### config.mk
export PLATFORM = sky130hd
export DESIGN_NAME = dual_issue_scheduler
export DESIGN_NICKNAME = d
export VERILOG_FILES = /design/src/rtl/dual_issue_scheduler.sv
export SDC_FILE = /design/constraint.sdc
export NUM_CORES = 1
export LEC_CHECK = 0
export BUFFER_PORTS_ARGS = -buffer_cell sky130_fd_sc_hd__buf_4
export CORE_MARGIN = 4
export CORE_UTILIZATION = 45
export DETAILED_ROUTE_END_ITERATION = 8
export HOLD_SLACK_MARGIN = 0.02
export PLACE_DENSITY = 0.75
export SLEW_MARGIN = 20
export SYNTH_ARGS = -nofsm -noshare
export SYNTH_HDL_FRONTEND = slang
export SYNTH_SLANG_ARGS = --single-unit
### constraint.sdc
create_clock -name clk -period 2.8 [get_ports clk]
set_input_delay 0.28 -clock clk [delete_from_list [all_inputs] [get_ports clk]]
set_output_delay 0.28 -clock clk [all_outputs]
set_load 0.02 [all_outputs]
### src/rtl/dual_issue_scheduler.sv
`default_nettype none
// ============================================================================
// Module      : dual_issue_scheduler
// Description : Issue controller for the two-slot instruction cache feeding
//               the paired ALU/register-file datapaths. Accepts instruction
//               pairs, detects intra-pair RAW/WAW hazards, and issues a pair
//               dual in one cycle or split over two cycles on datapath 1.
//               Optional performance counters: define SCHED_PERF_EN.
// Revision    : 1.0 - initial release
// ============================================================================
module dual_issue_scheduler #(
    parameter int CNT_W = 16
) (
    input  logic             clk,
    input  logic             rst,
    input  logic             en,
    input  logic             in_valid,
    output logic             in_ready,
    input  logic [31:0]      in_instr0,
    input  logic [31:0]      in_instr1,
    output logic             dp1_en,
    output logic [31:0]      dp1_instr,
    output logic             dp2_en,
    output logic [31:0]      dp2_instr,
    output logic             dp1_wr,
    output logic             dp2_wr,
    output logic             split,
    output logic [CNT_W-1:0] dual_cnt,
    output logic [CNT_W-1:0] split_cnt,
    output logic [CNT_W-1:0] stall_cnt
);

    typedef enum logic [1:0] {
        S_EMPTY  = 2'd0,
        S_PAIR   = 2'd1,
        S_SECOND = 2'd2
    } state_t;

    state_t      r_state;
    state_t      w_state_nxt;
    logic [31:0] r_i0_q;
    logic [31:0] r_i1_q;
    logic        w_hazard;
    logic        w_accept;

    // Instruction writes a non-zero rd (a zero word has opcode 0 and never matches)
    function automatic logic f_writes_rd(input logic [31:0] ins);
        logic w_op;
        case (ins[6:0])
            7'b0110011, 7'b0010011, 7'b0000011, 7'b0110111,
            7'b0010111, 7'b1101111, 7'b1100111: w_op = 1'b1;
            default:                            w_op = 1'b0;
        endcase
        return w_op && (ins[11:7] != 5'd0);
    endfunction

    // Every non-bubble instruction reads rs1 except LUI, AUIPC and JAL
    function automatic logic f_reads_rs1(input logic [31:0] ins);
        logic w_no;
        case (ins[6:0])
            7'b0110111, 7'b0010111, 7'b1101111: w_no = 1'b1;
            default:                            w_no = 1'b0;
        endcase
        return (ins != 32'd0) && !w_no;
    endfunction

    // Only register-register ALU ops, stores and branches read rs2
    function automatic logic f_reads_rs2(input logic [31:0] ins);
        case (ins[6:0])
            7'b0110011, 7'b0100011, 7'b1100011: return 1'b1;
            default:                            return 1'b0;
        endcase
    endfunction

    // Intra-pair hazard: younger instruction reads or rewrites the older rd
    always_comb begin
        w_hazard = (r_state == S_PAIR) && f_writes_rd(r_i0_q) &&
                   ((f_reads_rs1(r_i1_q) && (r_i1_q[19:15] == r_i0_q[11:7])) ||
                    (f_reads_rs2(r_i1_q) && (r_i1_q[24:20] == r_i0_q[11:7])) ||
                    (f_writes_rd(r_i1_q) && (r_i1_q[11:7]  == r_i0_q[11:7])));
    end

    // Next-state, handshake and issue outputs
    always_comb begin
        w_state_nxt = r_state;
        dp1_en      = 1'b0;
        dp1_instr   = 32'd0;
        dp2_en      = 1'b0;
        dp2_instr   = 32'd0;
        in_ready    = en && ((r_state == S_EMPTY) || (r_state == S_SECOND) ||
                             ((r_state == S_PAIR) && !w_hazard));
        w_accept    = in_valid && in_ready;
        case (r_state)
            S_EMPTY: begin
                if (w_accept) w_state_nxt = S_PAIR;
            end
            S_PAIR: begin
                dp1_en    = en && (r_i0_q != 32'd0);
                dp1_instr = r_i0_q;
                if (w_hazard) begin
                    if (en) w_state_nxt = S_SECOND;
                end else begin
                    dp2_en    = en && (r_i1_q != 32'd0);
                    dp2_instr = r_i1_q;
                    if (en) w_state_nxt = w_accept ? S_PAIR : S_EMPTY;
                end
            end
            S_SECOND: begin
                dp1_en    = en && (r_i1_q != 32'd0);
                dp1_instr = r_i1_q;
                if (en) w_state_nxt = w_accept ? S_PAIR : S_EMPTY;
            end
            default: w_state_nxt = S_EMPTY;
        endcase
        dp1_wr = dp1_en && f_writes_rd(dp1_instr);
        dp2_wr = dp2_en && f_writes_rd(dp2_instr);
        split  = w_hazard;
    end

    // State and held-pair registers; everything holds while en is low
    always_ff @(posedge clk) begin
        if (rst) begin
            r_state <= S_EMPTY;
            r_i0_q  <= 32'd0;
            r_i1_q  <= 32'd0;
        end else if (en) begin
            r_state <= w_state_nxt;
            if (w_accept) begin
                r_i0_q <= in_instr0;
                r_i1_q <= in_instr1;
            end
        end
    end

`ifdef SCHED_PERF_EN
    localparam logic [CNT_W-1:0] c_CNT_MAX = {CNT_W{1'b1}};

    logic [CNT_W-1:0] r_dual_cnt;
    logic [CNT_W-1:0] r_split_cnt;
    logic [CNT_W-1:0] r_stall_cnt;

    // Saturating performance counters, cleared only by reset
    always_ff @(posedge clk) begin
        if (rst) begin
            r_dual_cnt  <= '0;
            r_split_cnt <= '0;
            r_stall_cnt <= '0;
        end else if (en) begin
            if ((r_state == S_PAIR) && !w_hazard && (r_dual_cnt != c_CNT_MAX))
                r_dual_cnt <= r_dual_cnt + 1'b1;
            if (w_hazard && (r_split_cnt != c_CNT_MAX))
                r_split_cnt <= r_split_cnt + 1'b1;
            if (in_valid && !in_ready && (r_stall_cnt != c_CNT_MAX))
                r_stall_cnt <= r_stall_cnt + 1'b1;
        end
    end

    assign dual_cnt  = r_dual_cnt;
    assign split_cnt = r_split_cnt;
    assign stall_cnt = r_stall_cnt;
`else
    assign dual_cnt  = '0;
    assign split_cnt = '0;
    assign stall_cnt = '0;
`endif

endmodule
`default_nettype wire

==> results.cfg <==
[worst_hold_path]
hp-start = in_instr1[1]
min_path_cells = 3
worstHoldEndpoint = r_i1_q[1]
hold_path_class = input port to flop

[placement]
numPlacedInstances = 792
io_buffers = 137
gp_congestion = 0.9507
pre_cts_slack_ns = 0.1843
dp_hpwl_microns = 9933

[die]
ios = 186
die_h_microns = 108.7
die_w_microns = 108.7
initial_core_util_pct = 46.44
core-area_sq_um = 9819
rows = 36
die-area_sq_um = 11810

[synth]
synth_xor_area_share_pct = 2.689
synth.distinct_cells = 47
syn_avg_cell_area_sq_um = 8.414
synth_warnings = 0
synthFlopType = dfxtp_1
muxShareOfSynthArea_pct = 14.29
postSynthRegisterBits = 66
synth_edf_count = 0
synthSimpleGateAreaFrac_pct = 30.78
ys_seq_area_share_pct = 28.97
synth_fa_ha_area_share_pct = 1.097
synthArstFlopShare_pct = 0
synth_compound_area_share_pct = 9.081
syn-cell-area_sq_um = 4561
synth_top_family_by_area = simple AND/OR/NAND/NOR gates
syn-instance-count = 542

[timing]
skew_ns = 0.009601
relSlewSlack_pct = 43.05
worst_pin_slew_ns = 0.8542
fmaxAchievable_ghz = 0.3644
slew_viol_final = 0
setup_violations = 0
setup_tns_ns = 0
fin_ws_ns = 0.05598
period_minus_slack_ns = 2.744
finalCritPeriodShare_pct = 98.00
hold_viol_final = 0

[layout]
area_growth_syn_to_layout_pct = 29.88
nNetsFinal = 745
drive_above_1_share_pct = 30.24
n_antenna_cell = 0
layout.cells.non_filler = 811

[routing]
wl_per_cell_microns = 16.48
vias_per_cell = 5.122
ant_nets = 0
first_pass_iters = 5
route.detailed.drc = 0
drt-total-wl_microns = 13370
via_count = 4154
drtIter0Drc = 377

[global_route]
grt_pass1_wl_microns = 20350
first_global_vias = 4034
overflow = 0
grt_max_degree = 132
antenna_found_initial = 0
grt_use_total_pct = 21.97

[clock_network]
numClockSinks = 66
h-tree-depth = 3
cts_hold_repair.buffers = 0
root_buffer = clkbuf_8
cts_tree = built
numCtsBuffers = 9
cts_buffer_depth = 2
clock_latency_ns = 0.34
clk_pin_slew_ns = 0.08

[critical_path]
rr_worst_depth = 9
crit_arrival_ns = 2.46
crit_required_ns = 2.52
cp_max_fo = 2
r2r-end = r_i0_q[12]
r2r_start = r_i0_q[6]
endpoint_kind = output pin
crit_type = flop to output pin
r2r_setup_slack_ns = 0.18
cp-start-kind = flop
critPathLaunch = r_i0_q[8]

[outcome]
outcome = finished, final reports clean

[power]
vdd_drop_max_uv = 337.9
cellLeakagePower_nw = 2.489
p_per_area_nw_per_um2 = 413.4

[run]
max-cap-violations = 0
-- sequential cells by signal (all words and copies together), names as in the netlist --
register	flops
r_state	2
r_i0_q	32
r_i1_q	32
-- cells by family (layout without fill, tap and decap cells) --
| logic type | count (synthesis) | in the layout |
|---|---|---|
| buffers and inverters | 95 | 184 |
| xor gates and xnor gates | 14 | 14 |
| muxes | 65 | 65 |
| and+or+nand+nor | 241 | 241 |
| DFF | 66 | 66 |
| AOI/OAI and AO/OA | 56 | 56 |
| other | 1 | 48 |
| adders and majority gates | 4 | 4 |
-- per-layer routing --
layer  part of all wire [%]  global-route usage, %  vias up  wire (microns)
met1                     42                  29.73     1904            5605
met5                      0                      0        -               0
met4                    3.1                  10.01        0             420
met2                     45                  33.63      223            6065
li1                       -                      -     1987               -
met3                    9.6                  4.618       40            1277
-- layout by cell type, fill, tap and decap left out, drive strengths merged, types with 2 or more instances in the layout --
master and count:
buf 161, nand3 4, clkinvlp 3, nor2 41, o21ai 7, a211o 3, nand4b 2, nor3 6
nor4 11, or4 2, and2 31, nand2 4, xnor2 8, nand4 4, a22oi 32, dfxtp 66
a21oi 3, inv 6, nand2b 129, mux2i 64, clkbuf 12, conb 48, xor2 6, ha 4
-- synth_stat cells (8+ instances only) --
cell / number / share of area (%)
nor2_1: 41 / 3.4
and2_1: 31 / 4.3
nor4_1: 11 / 1.5
nand2b_1: 129 / 18
buf_4: 49 / 8.1
dfxtp_1: 66 / 29
clkbuf_1: 22 / 1.8
a22oi_1: 32 / 5.3
xnor2_1: 8 / 1.5
mux2i_1: 64 / 14
-- where the power goes --
| group | leakage, nW | internal (W) | switching (W) |
|---|---|---|---|
| combinational | 1.85 | 0.000258 | 0.000302 |
| sequential | 0.542 | 0.000992 | 0.0000690 |
| clock | 0.0986 | 0.000459 | 0.000368 |
| total | 2.49 | 0.00171 | 0.000740 |
-- how the worst max path moves through the flow --
stage / to / cells after the start
CTS: dp2_wr / 8
floorplan: dp2_wr / 8
detailed placement: dp2_wr / 8
finish: dp1_wr / 8
global route: dp1_wr / 8
global placement: dp2_wr / 8
-- area by class of cell --
class / instances / area [sq um]
tap: 133 / 166.4
clock inverter: 4 / 50.05
multi-input combinational: 428 / 2948
inverter: 7 / 30.03
clock buffer: 12 / 155.1
sequential: 66 / 1329
timing repair buffer: 161 / 1245
fill: 874 / 3896
-- what timing repair did --
item	in CTS	in global routing
pin swaps	1	8
resized for setup	7	25
setup endpoints to repair	32	33
gates cloned	0	0
setup buffers	1	2
-- through the flow --
step                utilization (%)  instance area [sq um]  hold WS [ns]  power (W)
floorplan                         -                   4738        0.4353   0.001460
global placement              56.63                   5560        0.4745   0.001592
detailed placement            56.63                   5560        0.4915   0.001601
CTS                           59.15                   5808        0.1985   0.002434
global route                  60.32                   5923        0.1978   0.002554
finish                        60.32                   5923        0.2047   0.002449
-- worst max-delay path, stage by stage (launching register included) --
cell and delay (ns):
dfxtp_1 0.32, or4_4 0.53, nor2_2 0.18, nand4_1 0.13, o41ai_2 0.24, o21ai_0 0.16, and3_1 0.25, nor3b_2 0.16
buf_4 0.16
(Power assumes the default switching activity.)
